### config.mk
export PLATFORM = sky130hd
export DESIGN_NAME = time_set_ctrl
export DESIGN_NICKNAME = d
export VERILOG_FILES = /design/src/rtl/time_set_pkg.sv /design/src/rtl/time_set_ctrl_key_autorepeat.sv /design/src/rtl/time_set_ctrl.sv
export SDC_FILE = /design/constraint.sdc
export NUM_CORES = 1
export LEC_CHECK = 0
export CORE_ASPECT_RATIO = 0.9
export CORE_UTILIZATION = 41
export CTS_CLUSTER_DIAMETER = 100
export DETAILED_ROUTE_END_ITERATION = 6
export GPL_TIMING_DRIVEN = 0
export PLACE_DENSITY_LB_ADDON = 0.08
export SYNTH_ARGS = -nofsm -noshare
export SYNTH_HDL_FRONTEND = slang
export SYNTH_HIERARCHICAL = 1
export SYNTH_SLANG_ARGS = --single-unit
### constraint.sdc
create_clock -name clk -period 3.7 [get_ports clk]
set_clock_uncertainty 0.05 [all_clocks]
set_input_delay 0.37 -clock clk [delete_from_list [all_inputs] [get_ports clk]]
set_output_delay 0.37 -clock clk [all_outputs]
set_load 0.005 [all_outputs]
### src/rtl/time_set_pkg.sv
// Shared types and constants for the time-setting controller.
package time_set_pkg;

  localparam int FIELD_W = 7;
  localparam logic [FIELD_W-1:0] MAX_HOURS   = 7'd23;
  localparam logic [FIELD_W-1:0] MAX_MINUTES = 7'd59;

  typedef enum logic [1:0] {
    ST_IDLE,
    ST_EDIT_HR,
    ST_EDIT_MIN,
    ST_COMMIT
  } state_e;

  // Wrapping up/down step of one field; both or neither direction leaves it alone.
  function automatic logic [FIELD_W-1:0] step_field(
    input logic [FIELD_W-1:0] val,
    input logic [FIELD_W-1:0] lim,
    input logic               up,
    input logic               dn
  );
    logic [FIELD_W-1:0] res;
    res = val;
    if (up && !dn) begin
      res = (val == lim) ? '0 : val + 7'd1;
    end else if (dn && !up) begin
      res = (val == '0) ? lim : val - 7'd1;
    end
    return res;
  endfunction

endpackage

### src/rtl/time_set_ctrl_key_autorepeat.sv
// Auto-repeat generator for one held button: first tick after REPEAT_DELAY
// held cycles, then one every REPEAT_RATE cycles while held and enabled.
module key_autorepeat #(
  parameter int REPEAT_DELAY = 25_000_000,
  parameter int REPEAT_RATE  = 5_000_000
) (
  input  logic clk,
  input  logic reset,
  input  logic level,
  input  logic enable,
  output logic tick
);

  localparam int CNT_MAX = (REPEAT_DELAY > REPEAT_RATE) ? REPEAT_DELAY : REPEAT_RATE;
  localparam int CNT_W   = $clog2(CNT_MAX + 1);

  logic [CNT_W-1:0] cnt_q, cnt_d;
  logic             rep_q, rep_d;

  always_comb begin
    cnt_d = '0;
    rep_d = 1'b0;
    tick  = 1'b0;
    if (enable && level) begin
      cnt_d = cnt_q + 1'b1;
      rep_d = rep_q;
      // rep_q marks that the initial delay has elapsed and we are in the fast phase
      if ((!rep_q && cnt_q == CNT_W'(REPEAT_DELAY)) ||
          ( rep_q && cnt_q == CNT_W'(REPEAT_RATE))) begin
        tick  = 1'b1;
        cnt_d = CNT_W'(1);
        rep_d = 1'b1;
      end
    end
  end

  always_ff @(posedge clk) begin
    if (!reset) begin
      cnt_q <= '0;
      rep_q <= 1'b0;
    end else begin
      cnt_q <= cnt_d;
      rep_q <= rep_d;
    end
  end

endmodule

### src/rtl/time_set_ctrl.sv
// Time-setting controller: captures live time, edits a shadow copy and writes it
// back with a one-cycle load strobe. Optional auto-repeat: TIME_SET_AUTOREPEAT_EN.
module time_set_ctrl
  import time_set_pkg::*;
#(
  parameter int TIMEOUT_CYCLES = 500_000_000,
  parameter int BLINK_CYCLES   = 12_500_000,
  parameter int REPEAT_DELAY   = 25_000_000,
  parameter int REPEAT_RATE    = 5_000_000
) (
  input  logic               clk,
  input  logic               reset,
  input  logic               mode_tick,
  input  logic               up_tick,
  input  logic               down_tick,
  input  logic               up_level,
  input  logic               down_level,
  input  logic [FIELD_W-1:0] cur_hours,
  input  logic [FIELD_W-1:0] cur_minutes,
  output logic [FIELD_W-1:0] set_hours,
  output logic [FIELD_W-1:0] set_minutes,
  output logic               load_en,
  output logic               editing,
  output logic               edit_field,
  output logic               blink
);

  localparam int TO_W = $clog2(TIMEOUT_CYCLES + 1);
  localparam int BL_W = $clog2(BLINK_CYCLES + 1);

  state_e             state_q, state_d;
  logic [FIELD_W-1:0] hours_q, hours_d, mins_q, mins_d;
  logic               load_q, load_d, edit_q, edit_d, field_q, field_d, blink_q, blink_d;
  logic [TO_W-1:0]    to_q, to_d;
  logic [BL_W-1:0]    bl_q, bl_d;
  logic               rpt_up, rpt_dn;
  logic               up_any, dn_any, any_tick, in_edit;

`ifdef TIME_SET_AUTOREPEAT_EN
  logic rpt_en;
  // mode_tick drops enable so a field change always restarts the repeat delay
  assign rpt_en = (state_q == ST_EDIT_HR || state_q == ST_EDIT_MIN) &&
                  !(up_level && down_level) && !mode_tick;

  key_autorepeat #(.REPEAT_DELAY(REPEAT_DELAY), .REPEAT_RATE(REPEAT_RATE)) u_rpt_up (
    .clk    (clk),
    .reset  (reset),
    .level  (up_level),
    .enable (rpt_en),
    .tick   (rpt_up)
  );

  key_autorepeat #(.REPEAT_DELAY(REPEAT_DELAY), .REPEAT_RATE(REPEAT_RATE)) u_rpt_dn (
    .clk    (clk),
    .reset  (reset),
    .level  (down_level),
    .enable (rpt_en),
    .tick   (rpt_dn)
  );
`else
  localparam int unused_rpt_cfg = REPEAT_DELAY + REPEAT_RATE;
  logic unused_levels;
  assign unused_levels = up_level ^ down_level;
  assign rpt_up = 1'b0;
  assign rpt_dn = 1'b0;
`endif

  assign up_any   = up_tick | rpt_up;
  assign dn_any   = down_tick | rpt_dn;
  assign any_tick = mode_tick | up_any | dn_any;
  assign in_edit  = (state_q == ST_EDIT_HR) || (state_q == ST_EDIT_MIN);

  always_comb begin
    state_d = state_q;
    hours_d = hours_q;
    mins_d  = mins_q;
    to_d    = '0;
    case (state_q)
      ST_IDLE: begin
        if (mode_tick) begin
          hours_d = (cur_hours   > MAX_HOURS)   ? '0 : cur_hours;
          mins_d  = (cur_minutes > MAX_MINUTES) ? '0 : cur_minutes;
          state_d = ST_EDIT_HR;
        end
      end
      ST_EDIT_HR: begin
        if (mode_tick) state_d = ST_EDIT_MIN;
        else           hours_d = step_field(hours_q, MAX_HOURS, up_any, dn_any);
      end
      ST_EDIT_MIN: begin
        if (mode_tick) state_d = ST_COMMIT;
        else           mins_d  = step_field(mins_q, MAX_MINUTES, up_any, dn_any);
      end
      default: state_d = ST_IDLE;
    endcase

    // Inactivity abort: leaves the shadow values as they are and never strobes load
    if (in_edit && !mode_tick) begin
      if (any_tick)                            to_d = '0;
      else if (to_q == TO_W'(TIMEOUT_CYCLES - 1)) state_d = ST_IDLE;
      else                                     to_d = to_q + 1'b1;
    end
  end

  always_comb begin
    bl_d    = '0;
    blink_d = 1'b0;
    if ((state_d == ST_EDIT_HR || state_d == ST_EDIT_MIN) &&
        state_d == state_q && !(up_any ^ dn_any)) begin
      if (bl_q == BL_W'(BLINK_CYCLES - 1)) begin
        blink_d = ~blink_q;
      end else begin
        bl_d    = bl_q + 1'b1;
        blink_d = blink_q;
      end
    end
    load_d  = (state_d == ST_COMMIT);
    edit_d  = (state_d == ST_EDIT_HR) || (state_d == ST_EDIT_MIN);
    field_d = (state_d == ST_EDIT_HR);
  end

  always_ff @(posedge clk) begin
    if (!reset) begin
      state_q <= ST_IDLE;
      hours_q <= '0;
      mins_q  <= '0;
      load_q  <= 1'b0;
      edit_q  <= 1'b0;
      field_q <= 1'b0;
      blink_q <= 1'b0;
      to_q    <= '0;
      bl_q    <= '0;
    end else begin
      state_q <= state_d;
      hours_q <= hours_d;
      mins_q  <= mins_d;
      load_q  <= load_d;
      edit_q  <= edit_d;
      field_q <= field_d;
      blink_q <= blink_d;
      to_q    <= to_d;
      bl_q    <= bl_d;
    end
  end

  assign set_hours   = hours_q;
  assign set_minutes = mins_q;
  assign load_en     = load_q;
  assign editing     = edit_q;
  assign edit_field  = field_q;
  assign blink       = blink_q;

endmodule

==> implementation parameters <==
Parameter                              Value

Status
  Status    completed

Clock tree
  Clock Tree Buf Depth    2
  H-tree depth    3
  Hold_buf cts    0
  TritonCTS buffer count    9
  CTS sink count    73
  CTS Root Cell    clkbuf_8
  Clk slew on worst S/H paths    ~0.080 ns
  Clock tree from TritonCTS    built
  Skew-Pair Late Insertion Delay    0.36 ns

Floorplan
  Die boundary width    ~110 um
  Area of the core    0.00970 sq mm
  Num rows    34
  Number of top-level pins    39
  Die area    around 0.010 sq mm
  Die extent in y    around 97 um
  Effective utilization at floorplan    between 40 and 50%

Global routing
  Via count of the first global-routing pass    approximately 3500
  Global-route wire length before repair    15.8 mm
  Largest net degree at the start of global routing    15
  Total gr overflow    0
  Antenna violations before repair    0
  Total track usage    18.9%

STA
  RSZ-0062 raised after global routing    no
  Max-slew headroom at the worst pin    roughly a third
  Final number of hold-violating endpoints    0
  Final period util    91.1%
  Total setup violations reported at the end of the flow    0
  Final number of max-transition violations    0
  Minimum clock period after layout    around 3.4 ns
  Final TNS setup    0 ns
  Max Freq    297 MHz
  Slew @ Worst Pin    a little under 1 ns

Setup path
  Endpoint arrival time on the critical path    ~3.6 ns
  Internal reg-to-reg setup slack    ~0.33 ns
  Kind of launch point of the worst setup path    flip-flop
  Critical path data required time    3.93 ns
  Start-to-end type of the worst setup path    flip-flop to flip-flop
  Biggest fanout along the worst timing path    10
  Category of the worst setup path capture point    flip-flop

Finish
  Filler cell count in the final layout    just under 1000
  Area used by multi-input combinational logic    roughly 0.0024 sq mm
  Net count reported at finish    just under 600
  Sequential cell area    between 0.001 and 0.0015 sq mm
  Post-route standard cell area excluding fillers    0.00491 sq mm
  Area grow syn2layout    19.6%
  Fraction of final layout cells sized beyond drive strength 1    around 7.7%
  Antenna diodes    0
  Number of cells in the finished layout apart from fillers    about 680

Placed design
  Total placed cells including tap cells    ~660
  Placed cell area    between 0.004 and 0.005 sq mm
  Quantity of I/O buffers inserted on ports    35
  HPWL after DPL    about 6.5 mm
  Last weighted congestion value of the routability-driven placer    about 0.84

Drt
  Total routed wirelength    around 9.1 mm
  Post-DRT Antenna Nets    0
  Pre-antenna DRT Iters    4
  DRC violations left    0
  Final routed wire length divided by cell count    approximately 13 um
  Vias per std cell    roughly 5.3
  DR vias    around 3600
  Number of DRC markers after the initial detailed-route iteration    about 170

Logic synthesis
  Synth Instances    500
  Avg Cell Area, Syn    ~8.2 sq um
  Post-Syn Nets    around 540
  Number of synthesized flops with an enable pin    0
  Primary flip-flop cell chosen by synthesis mapping    dfxtp_1
  Count of different cell masters after synthesis    58
  Area of the mapped netlist    between 0.004 and 0.005 sq mm
  Total number of yosys warnings    6
  Sequential-to-total area share from yosys stat    35.6%
  Asr flop ratio synth    0%
  Total of flip-flops plus latches after synthesis    73

Pwr
  Maximum vdd drop    ~0.00024 V
  Power share of the sequential group    roughly two fifths
  Clock power frac    a little under two fifths
  Switch share    29.7%
  Combinational cell fraction of total power    between 20% and 30%
  Leakage dissipation    roughly 1.6 nW
  Cell internal power dissipation    approximately 1.5 mW
  NetSw    634 uW
  Power per cell area    roughly 430 mW/mm^2

Worst hold path
  Hold crit path type    flip-flop to flip-flop

Job
  Max Cap Violations    0
[routing by layer]
layer	track usage, %	wire length (um)	up-vias
met2	30.6	4060	72
met1	24.1	4550	1669
met5	0	0	-
met3	4.38	356	11
li1	-	-	1867
met4	7.27	136	0
[through the flow]
| step | worst slack [ns] | total power [mW] | hold WS [ns] | util (%) |
|---|---|---|---|---|
| after global routing | 0.0170 | 2.26 | 0.439 | 50.6 |
| after global placement | 0.108 | 1.36 | 0.391 | 47.6 |
| after CTS | 0.110 | 2.16 | 0.418 | 50.1 |
| after floorplan | 0.636 | 1.19 | 0.376 | - |
| after detailed placement | 0.0689 | 1.36 | 0.398 | 47.6 |
| final | 0.329 | 2.13 | 0.414 | 50.6 |
[sequential cells by signal (all words and copies together), names as in the netlist]
register,count
set_hours,7
state_q,2
blink,1
editing,1
to_q,29
edit_field,1
set_minutes,7
bl_q,24
load_en,1
[critical path, cell delays in order, from the launching register on]
cell      delay [ns]
dfxtp_1         0.37
ha_1            0.21
nand4_1         0.21
or2_2           0.41
nor4_4          0.36
nor3_1          0.14
ha_1            0.30
and2_1          0.13
o311ai_0        0.15
a221o_1         0.29
a21o_1          0.24
buf_2           0.22
nor3_1          0.19
[worst paths after layout]
check / startpoint / to / depth (start not counted)
max reg2reg: to_q[0] / bl_q[20] / 12
min reg2reg: to_q[0] / to_q[0] / 1
min: to_q[0] / to_q[0] / 1
max: to_q[0] / bl_q[20] / 12
[cell families after synthesis]
kind of cell             share of synthesized area [%]
flip-flops                                        35.6
adder cells (fa/ha/maj)                           4.88
AO/OA/AOI/OAI                                     10.5
XOR/XNOR                                          12.2
buffers and inverters                             5.15
AND/OR/NAND/NOR                                   31.5
multiplexers                                     0.244
[cell usage after synthesis, types with 3 or more instances]
cell | number | area (sq um)
dfxtp_1 | 73 | 1460
nor3b_1 | 4 | 30.0
nor2_1 | 45 | 169
nand2b_1 | 4 | 25.0
o22ai_1 | 3 | 18.8
inv_1 | 30 | 113
a22oi_1 | 5 | 37.5
o211a_1 | 4 | 40.0
nand2_1 | 33 | 124
xor2_1 | 17 | 149
o21ai_0 | 12 | 60.1
o311ai_0 | 3 | 26.3
or2_2 | 3 | 18.8
and3_1 | 12 | 75.1
nor3_1 | 45 | 225
or3_1 | 6 | 37.5
nor4b_1 | 3 | 26.3
and4_1 | 3 | 26.3
nand4_1 | 13 | 81.3
clkbuf_1 | 14 | 52.6
a21oi_1 | 7 | 35.0
xnor2_1 | 40 | 350
buf_2 | 7 | 35.0
nand3_1 | 31 | 155
and2_1 | 7 | 43.8
nor4_1 | 11 | 68.8
a31oi_1 | 3 | 18.8
nor2b_1 | 6 | 37.5
ha_1 | 16 | 200
[cell usage in the layout, fill, tap and decap left out, types with 7 or more instances in the layout]
cell type,Yosys,layout
a21oi_1,7,7
and2_1,7,7
and3_1,12,12
buf_2,7,7
clkbuf_1,14,14
clkbuf_8,0,9
clkdlybuf4s50_1,0,35
dfxtp_1,73,72
ha_1,16,16
inv_1,30,30
nand2_1,33,33
nand3_1,31,31
nand4_1,13,13
nor2_1,45,45
nor3_1,45,45
nor4_1,11,11
o21ai_0,12,12
xnor2_1,40,40
xor2_1,17,17
[power by group through the flow]
stage	Combinational (mW)	Clock, mW	Sequential (mW)
after floorplan	0.319	0	0.874
after global placement	0.478	0	0.880
after detailed placement	0.480	0	0.880
after CTS	0.482	0.816	0.861
after global routing	0.549	0.846	0.869
final	0.482	0.787	0.861
[cell type report]
| cell class | instances | share of cell area, % |
|---|---|---|
| buffer | 22 | 2.01 |
| multi-input combinational | 375 | 49.7 |
| tap | 126 | 3.21 |
| clock buffer | 9 | 2.52 |
| sequential | 73 | 29.8 |
| timing repair buffer | 40 | 7.90 |
| inverter | 30 | 2.29 |
| clock inverter | 7 | 2.55 |
[timing repair]
item,in CTS,in global routing
endpoints found under the hold margin,0,0
endpoints found under the setup margin,0,20
buffers inserted,0,5
resized for setup,0,2
No activity file was read; power rests on OpenSTA's default activity.
